## src/rtl/cpu_pkg.sv

```systemverilog
// +-----------------------------------------------------------------+
// | cpu_pkg : shared types and constants for the program sequencer  |
// | rev 1.0                                                         |
// +-----------------------------------------------------------------+
`default_nettype none

package cpu_pkg;

  localparam int PC_W_DEFAULT = 10;
  localparam int RESET_VECTOR = 0;

  typedef enum logic [1:0] {
    IDLE  = 2'd0,
    RUN   = 2'd1,
    STALL = 2'd2,
    DONE  = 2'd3
  } seq_state_t;

  // A one-entry table still needs a one-bit index to be addressable.
  function automatic int idx_bits(input int depth);
    return (depth > 1) ? $clog2(depth) : 1;
  endfunction

endpackage

`default_nettype wire

```

## src/rtl/branch_lut.sv

```systemverilog
// +-----------------------------------------------------------------+
// | branch_lut : branch-target table, 1 sync write / 1 comb read     |
// | rev 1.0                                                         |
// +-----------------------------------------------------------------+
`default_nettype none

module branch_lut
  import cpu_pkg::*;
#(
  parameter int LUT_DEPTH = 32,
  parameter int DATA_W    = PC_W_DEFAULT
) (
  input  logic              clk,
  input  logic              rst_n,
  input  logic              we,
  input  logic [7:0]        waddr,
  input  logic [DATA_W-1:0] wdata,
  input  logic [7:0]        raddr,
  output logic [DATA_W-1:0] rdata,
  output logic              rd_in_range,
  output logic              wr_in_range
);

  localparam int IDX_W = idx_bits(LUT_DEPTH);

  logic [DATA_W-1:0] mem_q [LUT_DEPTH];
  logic [DATA_W-1:0] mem_d [LUT_DEPTH];

  assign rd_in_range = (int'(raddr) < LUT_DEPTH);
  assign wr_in_range = (int'(waddr) < LUT_DEPTH);

  // Read sees the pre-write contents, so a same-cycle write never leaks into a branch.
  assign rdata = rd_in_range ? mem_q[raddr[IDX_W-1:0]] : '0;

  always_comb begin
    mem_d = mem_q;
    if (we && wr_in_range) begin
      mem_d[waddr[IDX_W-1:0]] = wdata;
    end
  end

  always_ff @(posedge clk) begin
    if (!rst_n) begin
      for (int i = 0; i < LUT_DEPTH; i++) begin
        mem_q[i] <= '0;
      end
    end else begin
      mem_q <= mem_d;
    end
  end

endmodule

`default_nettype wire

```

## src/rtl/pc_sequencer.sv

```systemverilog
// +-----------------------------------------------------------------+
// | pc_sequencer : program counter, branch LUT and run/stall/halt FSM|
// | rev 1.0                                                         |
// +-----------------------------------------------------------------+
`default_nettype none

module pc_sequencer
  import cpu_pkg::*;
#(
  parameter int PC_W      = PC_W_DEFAULT,
  parameter int LUT_DEPTH = 32,
  parameter int CNT_W     = 16
) (
  input  logic             clk,
  input  logic             rst_n,
  input  logic             start,
  input  logic             halt,
  input  logic             branch_enable,
  input  logic [7:0]       branch_lut_index,
  input  logic             mem_stall,
  input  logic             lut_we,
  input  logic [7:0]       lut_waddr,
  input  logic [PC_W-1:0]  lut_wdata,
  output logic [PC_W-1:0]  pc,
  output logic             fetch_valid,
  output logic             done,
  output logic             err,
  output logic [CNT_W-1:0] cycle_count
);

  seq_state_t       state_q, state_d;
  logic [PC_W-1:0]  pc_q, pc_d;
  logic             err_q, err_d;
  logic [CNT_W-1:0] cnt_q, cnt_d;

  logic [PC_W-1:0]  lut_rdata;
  logic             lut_rd_ok;
  logic             lut_wr_ok;

  branch_lut #(
    .LUT_DEPTH (LUT_DEPTH),
    .DATA_W    (PC_W)
  ) u_branch_lut (
    .clk         (clk),
    .rst_n       (rst_n),
    .we          (lut_we),
    .waddr       (lut_waddr),
    .wdata       (lut_wdata),
    .raddr       (branch_lut_index),
    .rdata       (lut_rdata),
    .rd_in_range (lut_rd_ok),
    .wr_in_range (lut_wr_ok)
  );

  always_comb begin
    state_d = state_q;
    pc_d    = pc_q;
    err_d   = err_q;
    cnt_d   = cnt_q;

    if ((state_q == RUN || state_q == STALL) && (cnt_q != '1)) begin
      cnt_d = cnt_q + 1'b1;
    end

    case (state_q)
      IDLE: begin
        if (start) begin
          state_d = RUN;
          pc_d    = PC_W'(RESET_VECTOR);
          cnt_d   = '0;
          err_d   = 1'b0;
        end
      end
      RUN: begin
        if (halt) begin
          state_d = DONE;
        end else if (mem_stall) begin
          // The stalled instruction re-issues, so its branch is re-evaluated later.
          state_d = STALL;
        end else if (branch_enable && lut_rd_ok) begin
          pc_d = lut_rdata;
        end else begin
          pc_d = pc_q + 1'b1;
          if (branch_enable || (pc_q == '1)) begin
            err_d = 1'b1;
          end
        end
      end
      STALL: begin
        if (!mem_stall) begin
          state_d = RUN;
        end
      end
      DONE: begin
        if (!start) begin
          state_d = IDLE;
        end
      end
      default: state_d = IDLE;
    endcase

    if (lut_we && !lut_wr_ok) begin
      err_d = 1'b1;
    end
  end

  always_ff @(posedge clk) begin
    if (!rst_n) begin
      state_q <= IDLE;
      pc_q    <= PC_W'(RESET_VECTOR);
      err_q   <= 1'b0;
      cnt_q   <= '0;
    end else begin
      state_q <= state_d;
      pc_q    <= pc_d;
      err_q   <= err_d;
      cnt_q   <= cnt_d;
    end
  end

  assign pc          = pc_q;
  assign fetch_valid = (state_q == RUN);
  assign done        = (state_q == DONE);
  assign err         = err_q;
  assign cycle_count = cnt_q;

endmodule

`default_nettype wire

```

## config.mk

```make
export PLATFORM = sky130hd
export DESIGN_NAME = pc_sequencer
export DESIGN_NICKNAME = d
export VERILOG_FILES = /design/src/rtl/cpu_pkg.sv /design/src/rtl/branch_lut.sv /design/src/rtl/pc_sequencer.sv
export SDC_FILE = /design/constraint.sdc
export NUM_CORES = 1
export LEC_CHECK = 0
export CORE_ASPECT_RATIO = 1.4
export CORE_MARGIN = 2
export CORE_UTILIZATION = 25
export CTS_CLUSTER_DIAMETER = 50
export DETAILED_ROUTE_END_ITERATION = 10
export HOLD_SLACK_MARGIN = 0.1
export REMOVE_ABC_BUFFERS = 1
export SLEW_MARGIN = 10
export SYNTH_ARGS = -nofsm -noshare
export SYNTH_HDL_FRONTEND = slang
export SYNTH_SLANG_ARGS = --single-unit
```

## constraint.sdc

```tcl
create_clock -name clk -period 2.6 [get_ports clk]
set_clock_uncertainty 0.2 [all_clocks]
set_input_delay 0.78 -clock clk [delete_from_list [all_inputs] [get_ports clk]]
set_output_delay 0.78 -clock clk [all_outputs]
set_load 0.02 [all_outputs]
```

; ---- Word-level counts from Yosys, hierarchy flattened
; Cells that the tools add are included.
[word_totals]
elab_cells = 103
out_inout_bits = 29
ff_bits = 349
input_bits = 33
[classes]
muxes = 28
reduce_logical = 14
n_eq_ne = 16
add_sub_neg = 2
bitwise_logic = 2
order_cmp = 5
[op_table]
columns = operator, n
row1 = $bwmux 320, 1
row2 = $mux 10, 8
row3 = $bmux 10 s5, 1
row4 = $demux 10 s5, 1
row5 = $mux 16, 3
row6 = $pmux 10 s2, 1
row7 = $add 16x1->16 const B, 1
row8 = $lt 8x6->1 const B, 2
row9 = $ne 16x16->1 const B, 1
row10 = $ge 6x6->1 const B, 2
row11 = $not 5->6, 2
row12 = $add 10x1->10 const B, 1
row13 = $eq 10x10->1 const B, 1
row14 = $mux 2, 5
row15 = $ne 2x2->1 const B, 5
row16 = $ne 3x2->1 const B, 3
row17 = $pmux 2 s4, 1
row18 = $reduce_and 4->1, 2
row19 = $lt 6x1->1 const B, 1
row20 = $mux 1, 6
row21 = $ne 3x3->1 const B, 2
row22 = $reduce_and 6->1, 1
row23 = $logic_and 1x1->1, 5
row24 = $eq 2x2->1 const B, 2
row25 = other kinds (8), 9

; ---- Longest topological paths before layout
[logic_depth]
word_depth = 9
mapped_depth = 8
ltp_nobuf = 7

; ---- Modules after synthesis
; From an unflattened synthesis, not the netlist that was laid out.
[hier_totals]
cells_unflattened = 1528
area_unflattened_um2 = 16796.1
[by_module_without_submodules]
columns = module, instances, seq_area_each_um2, area_each_um2, cells_each
row1 = branch_lut, 1, 6406.1, 15060.7, 1313
row2 = pc_sequencer, 1, 580.6, 1735.4, 215

; ---- Worst setup path before layout
; Ideal clock, no wire load.
[synth_path]
kind = input-to-reg
from = input branch_lut_index[0]
to = register pc_q[8] (netlist: pc[8])
setup_ns = 0.117
arrival_ns = 2.373
path_slack_ns = -0.090
path_stages = 8
t_required_ns = 2.283
path_buffers = 3
cell_sequence = buf_6 buf_6 buf_4 mux4_2 mux4_2 nand2_1 o211ai_1 a22o_1
[synth_via]
elab_chain_cells = 9
word_cells_on_any_way = 11
cone_classes = order compare: 1 / mux: 8 / bitwise: 1 / reduce/logical: 1
[synth_rtl]
columns = item, line_no
row1 = from (decl), pc_sequencer.sv:19  ; input logic [7:0] branch_lut_index,
row2 = $not 5->6 (not written as such), branch_lut.sv:33  ; assign rdata = rd_in_range ? mem_q[raddr[IDX_W-1:0]] : '0;
row3 = $bmux 10 s5, branch_lut.sv:33
row4 = $mux 10 (not written as such) (2 in a row), branch_lut.sv:33
row5 = $mux 10, branch_lut.sv:33
row6 = $mux 10 (*), pc_sequencer.sv:80  ; end else if (branch_enable && lut_rd_ok) begin
row7 = $mux 10 (*), pc_sequencer.sv:77  ; end else if (mem_stall) begin
row8 = $mux 10 (*), pc_sequencer.sv:75  ; if (halt) begin
row9 = $pmux 10 s2 (*), pc_sequencer.sv:65  ; case (state_q)
row10 = to (signal assigned), pc_sequencer.sv:110  ; pc_q <= PC_W'(RESET_VECTOR);
row11 = to (signal assigned), pc_sequencer.sv:115  ; pc_q <= pc_d;
row12 = to (decl), pc_sequencer.sv:32  ; logic [PC_W-1:0] pc_q, pc_d;
; Mark *: on every way between the ends. The rest lies on a longest branch, timed or not. The select of a mux whose other input is x is not followed.
; A chain may end at the register's enable or synchronous reset.

; ---- Worst setup path in the final report
[layout_path]
from = input branch_lut_index[3]
to = register pc_q[6] (netlist: pc[6])
; Same word-level chain as after synthesis.

==> impl_metrics.tcl <==
set metrics [dict create \
    status "complete, no violations" \
    vias 14200 \
    totalWireLength_um 51800 \
    grt_overflow 0 \
    maxCapViolCount 0 \
    first_iter_violations 1431 \
    yosysUniqueCellTypes 62 \
    reg2reg_slack_ns 0.32 \
    ys_ff_latch 349 \
    placed_area_um2 18900 \
    cp.depth 7 \
    grt_pass1_wl_um 80500 \
    cts_buffer_depth 3 \
    path_cells "clkdlybuf4s50_1 -> buf_12 -> inv_1 -> and2_1 -> nand2_1 -> a311oi_1 -> o311a_1" \
    core_area_um2 62900 \
    start_kind "input pin" \
    dieArea_um2 65500 \
    crit_end "pc[6]$_SDFFE_PN0P_" \
    wl_per_cell_um 18.6 \
    rows 109 \
    gp_congestion 0.913 \
    slew-limit-headroom_pct 46.7 \
    critical-path-slowest-cell "a311oi_1" \
    syn-cell-area_um2 15900 \
    final_layout_size_suffix_gt1_share_pct 20.6 \
    worstHoldPathType "register to register" \
    num_io_pins 62 \
    critical_path.top_delay_family "buffers and inverters" \
    cp-end-kind "register" \
    r2r-start "state_q[1]$_SDFFE_PN0P_" \
    hold_viol 0 \
    crit_path_start "branch_lut_index[3]" \
    fillers 6402 \
    r2r-end "pc[2]$_SDFFE_PN0P_" \
    clkSlewWorstSetupHoldPaths_ns 0.06 \
    io_buffer_count 61 \
    timing.fmax_ghz 0.392 \
    grt_usage_pct 15.6 \
    synthFlopType "dfxtp_1" \
    async_flop_share_pct 0 \
    leakagePower_nw 6.91 \
    die_h_um 302 \
    place_inst 2710 \
    final_common_cell "dfxtp_1" \
    yosysSeqAreaShare_pct 44.1 \
    routed_via_density 5.11 \
    chipWidth_um 217 \
    synth_edf_count 0 \
    critPathRequiredTime_ns 2.86 \
    clk_latency_ns 0.53 \
    power.density_nw_per_um2 578 \
    antenna_found_initial 0 \
    synth_cells 1757 \
    tightest_slew_ns 0.799 \
    post_synth.cell_area_avg_um2 9.02 \
    slew_viol_final 0 \
    grt_max_degree 165 \
    finalSetupViolCount 0 \
    dp_hpwl_um 35900 \
    htreeDepth 2 \
    numCtsBuffers 36 \
    synth_warnings 0 \
    critPathKind "input pin to register" \
    cts_root_buf "clkbuf_16" \
    cts.sinks 349 \
    rsz0062_at_grt "no" \
    final.min_clock_period_ns 2.55 \
    period_share_pct 98.2 \
    worstPathMaxFanout 14 \
    stdcell_count 2779 \
    antenna_cells 0 \
    worstPathArrival_ns 2.81 \
    cp_num_buf_inv 3 \
    drc 0 \
    syn2layout_area_growth_pct 27.7 \
    first_global_vias 14000 \
    final_cell_mix "dfxtp_1 (349), nand2_1 (287), nand3_1 (253), a21oi_1 (248), buf_4 (191)" \
    initial_utilization_pct 25.2 \
    firstDrtPassIters 5 \
    slowest_delay_ns 0.61 \
    ant_nets 0 \
    cts_tree "done" \
    ir_drop_v 0.000347 \
    final_area_um2 20200 \
    nNetsFinal 1961 \
    ff2ff_path_depth 8 \
]
[cell type report]
class                   instances  area (µm²)  share of cell area, %
well taps                     832        1040                   5.14
clock inverters                 6        62.6                  0.309
repair buffers                290        2810                   13.9
clock buffers                  57        1100                   5.44
multi-input cells            1238        8200                   40.5
flip-flops and latches        349        6990                   34.5
inverters                       7        33.8                  0.167
[metal layers]
layer,GRT usage (%),share of wire (%),wire (µm),vias up
met1,18.6,40,20700,7045
met2,27.9,50,26000,495
met5,0,0,0,-
li1,-,-,-,6574
met4,6.70,4.1,2120,0
met3,1.98,5.7,2970,100
[logic make-up after synthesis]
kind of cell               share of synthesized area [%]
adders and majority gates                          0.474
buffers and inverters                               4.71
DFF                                                 44.1
and+or+nand+nor                                     20.5
xor gates and xnor gates                           0.939
AOI/OAI and AO/OA                                   10.7
muxes                                               18.6
[metrics by stage]
| stage | util, % | setup TNS (ns) | hold WS (ns) | worst slack [ns] | total power, mW |
|---|---|---|---|---|---|
| 2_1_floorplan | - | -1456.14 | 0.233 | -5.51 | 5.96 |
| 3_3_place_gp | 30.1 | -155.53 | 0.238 | -0.680 | 6.63 |
| 3_5_place_dp | 30.1 | -165.56 | 0.245 | -0.722 | 6.65 |
| 4_1_cts | 32.1 | -0.00133 | 0.253 | -0.00133 | 11.7 |
| 5_1_grt | 32.2 | 0 | 0.266 | 0.00561 | 12.0 |
| 6_report | 32.2 | 0 | 0.250 | 0.0464 | 11.7 |
[sequential cells by signal, summed over array words and instances, names as in the netlist]
register	cells
cycle_count	16
err	1
pc	10
state_q	2
u_branch_lut.mem_q	320
[how the worst min path moves through the flow]
| stage | slack, ns | end | from | cells past startpoint |
|---|---|---|---|---|
| finish | 0.25 | u_branch_lut.mem_q[16]$_SDFFE_PN0P_ | u_branch_lut.mem_q[16]$_SDFFE_PN0P_ | 2 |
| global route | 0.27 | u_branch_lut.mem_q[161]$_SDFFE_PN0P_ | u_branch_lut.mem_q[161]$_SDFFE_PN0P_ | 2 |
| CTS | 0.25 | u_branch_lut.mem_q[16]$_SDFFE_PN0P_ | u_branch_lut.mem_q[16]$_SDFFE_PN0P_ | 2 |
| detailed placement | 0.25 | u_branch_lut.mem_q[282]$_SDFFE_PN0P_ | u_branch_lut.mem_q[282]$_SDFFE_PN0P_ | 2 |
| global placement | 0.24 | u_branch_lut.mem_q[28]$_SDFFE_PN0P_ | u_branch_lut.mem_q[28]$_SDFFE_PN0P_ | 2 |
| floorplan | 0.23 | u_branch_lut.mem_q[103]$_SDFFE_PN0P_ | u_branch_lut.mem_q[103]$_SDFFE_PN0P_ | 2 |
[Yosys cell counts, types with 12 or more instances]
cell type / n / area, µm²
mux2i_1: 101 / 1010
a21oi_1: 248 / 1240
clkbuf_1: 116 / 435
nand2_1: 287 / 1080
nor2_1: 106 / 398
buf_2: 27 / 135
xor2_1: 12 / 105
mux4_2: 85 / 1910
nand3_1: 253 / 1270
o21ai_0: 12 / 60.1
buf_4: 12 / 90.1
dfxtp_1: 349 / 6990
[power by group]
group	switching [mW]	total [mW]	internal (mW)	leakage [nW]
Clock	2.15	5.15	3.00	0.562
Sequential	0.0269	5.40	5.38	2.81
Combinational	0.684	1.14	0.454	3.54
[worst reg2reg max path, cell delays in order, from the launching register on]
cell,delay [ns]
dfxtp_1,0.34
inv_1,0.10
ha_2,0.26
or3b_1,0.41
nor2_2,0.14
buf_4,0.16
nand2_1,0.10
nor4_1,0.32
a32o_1,0.20
[repair_timing]
action / in CTS / in global routing
resized for setup: 32 / 19
setup endpoints to repair: 209 / 47
hold buffers: 0 / 0
setup buffers: 4 / 0
pin swaps: 4 / 2
gates cloned: 1 / 1
(Power assumes the default switching activity.)
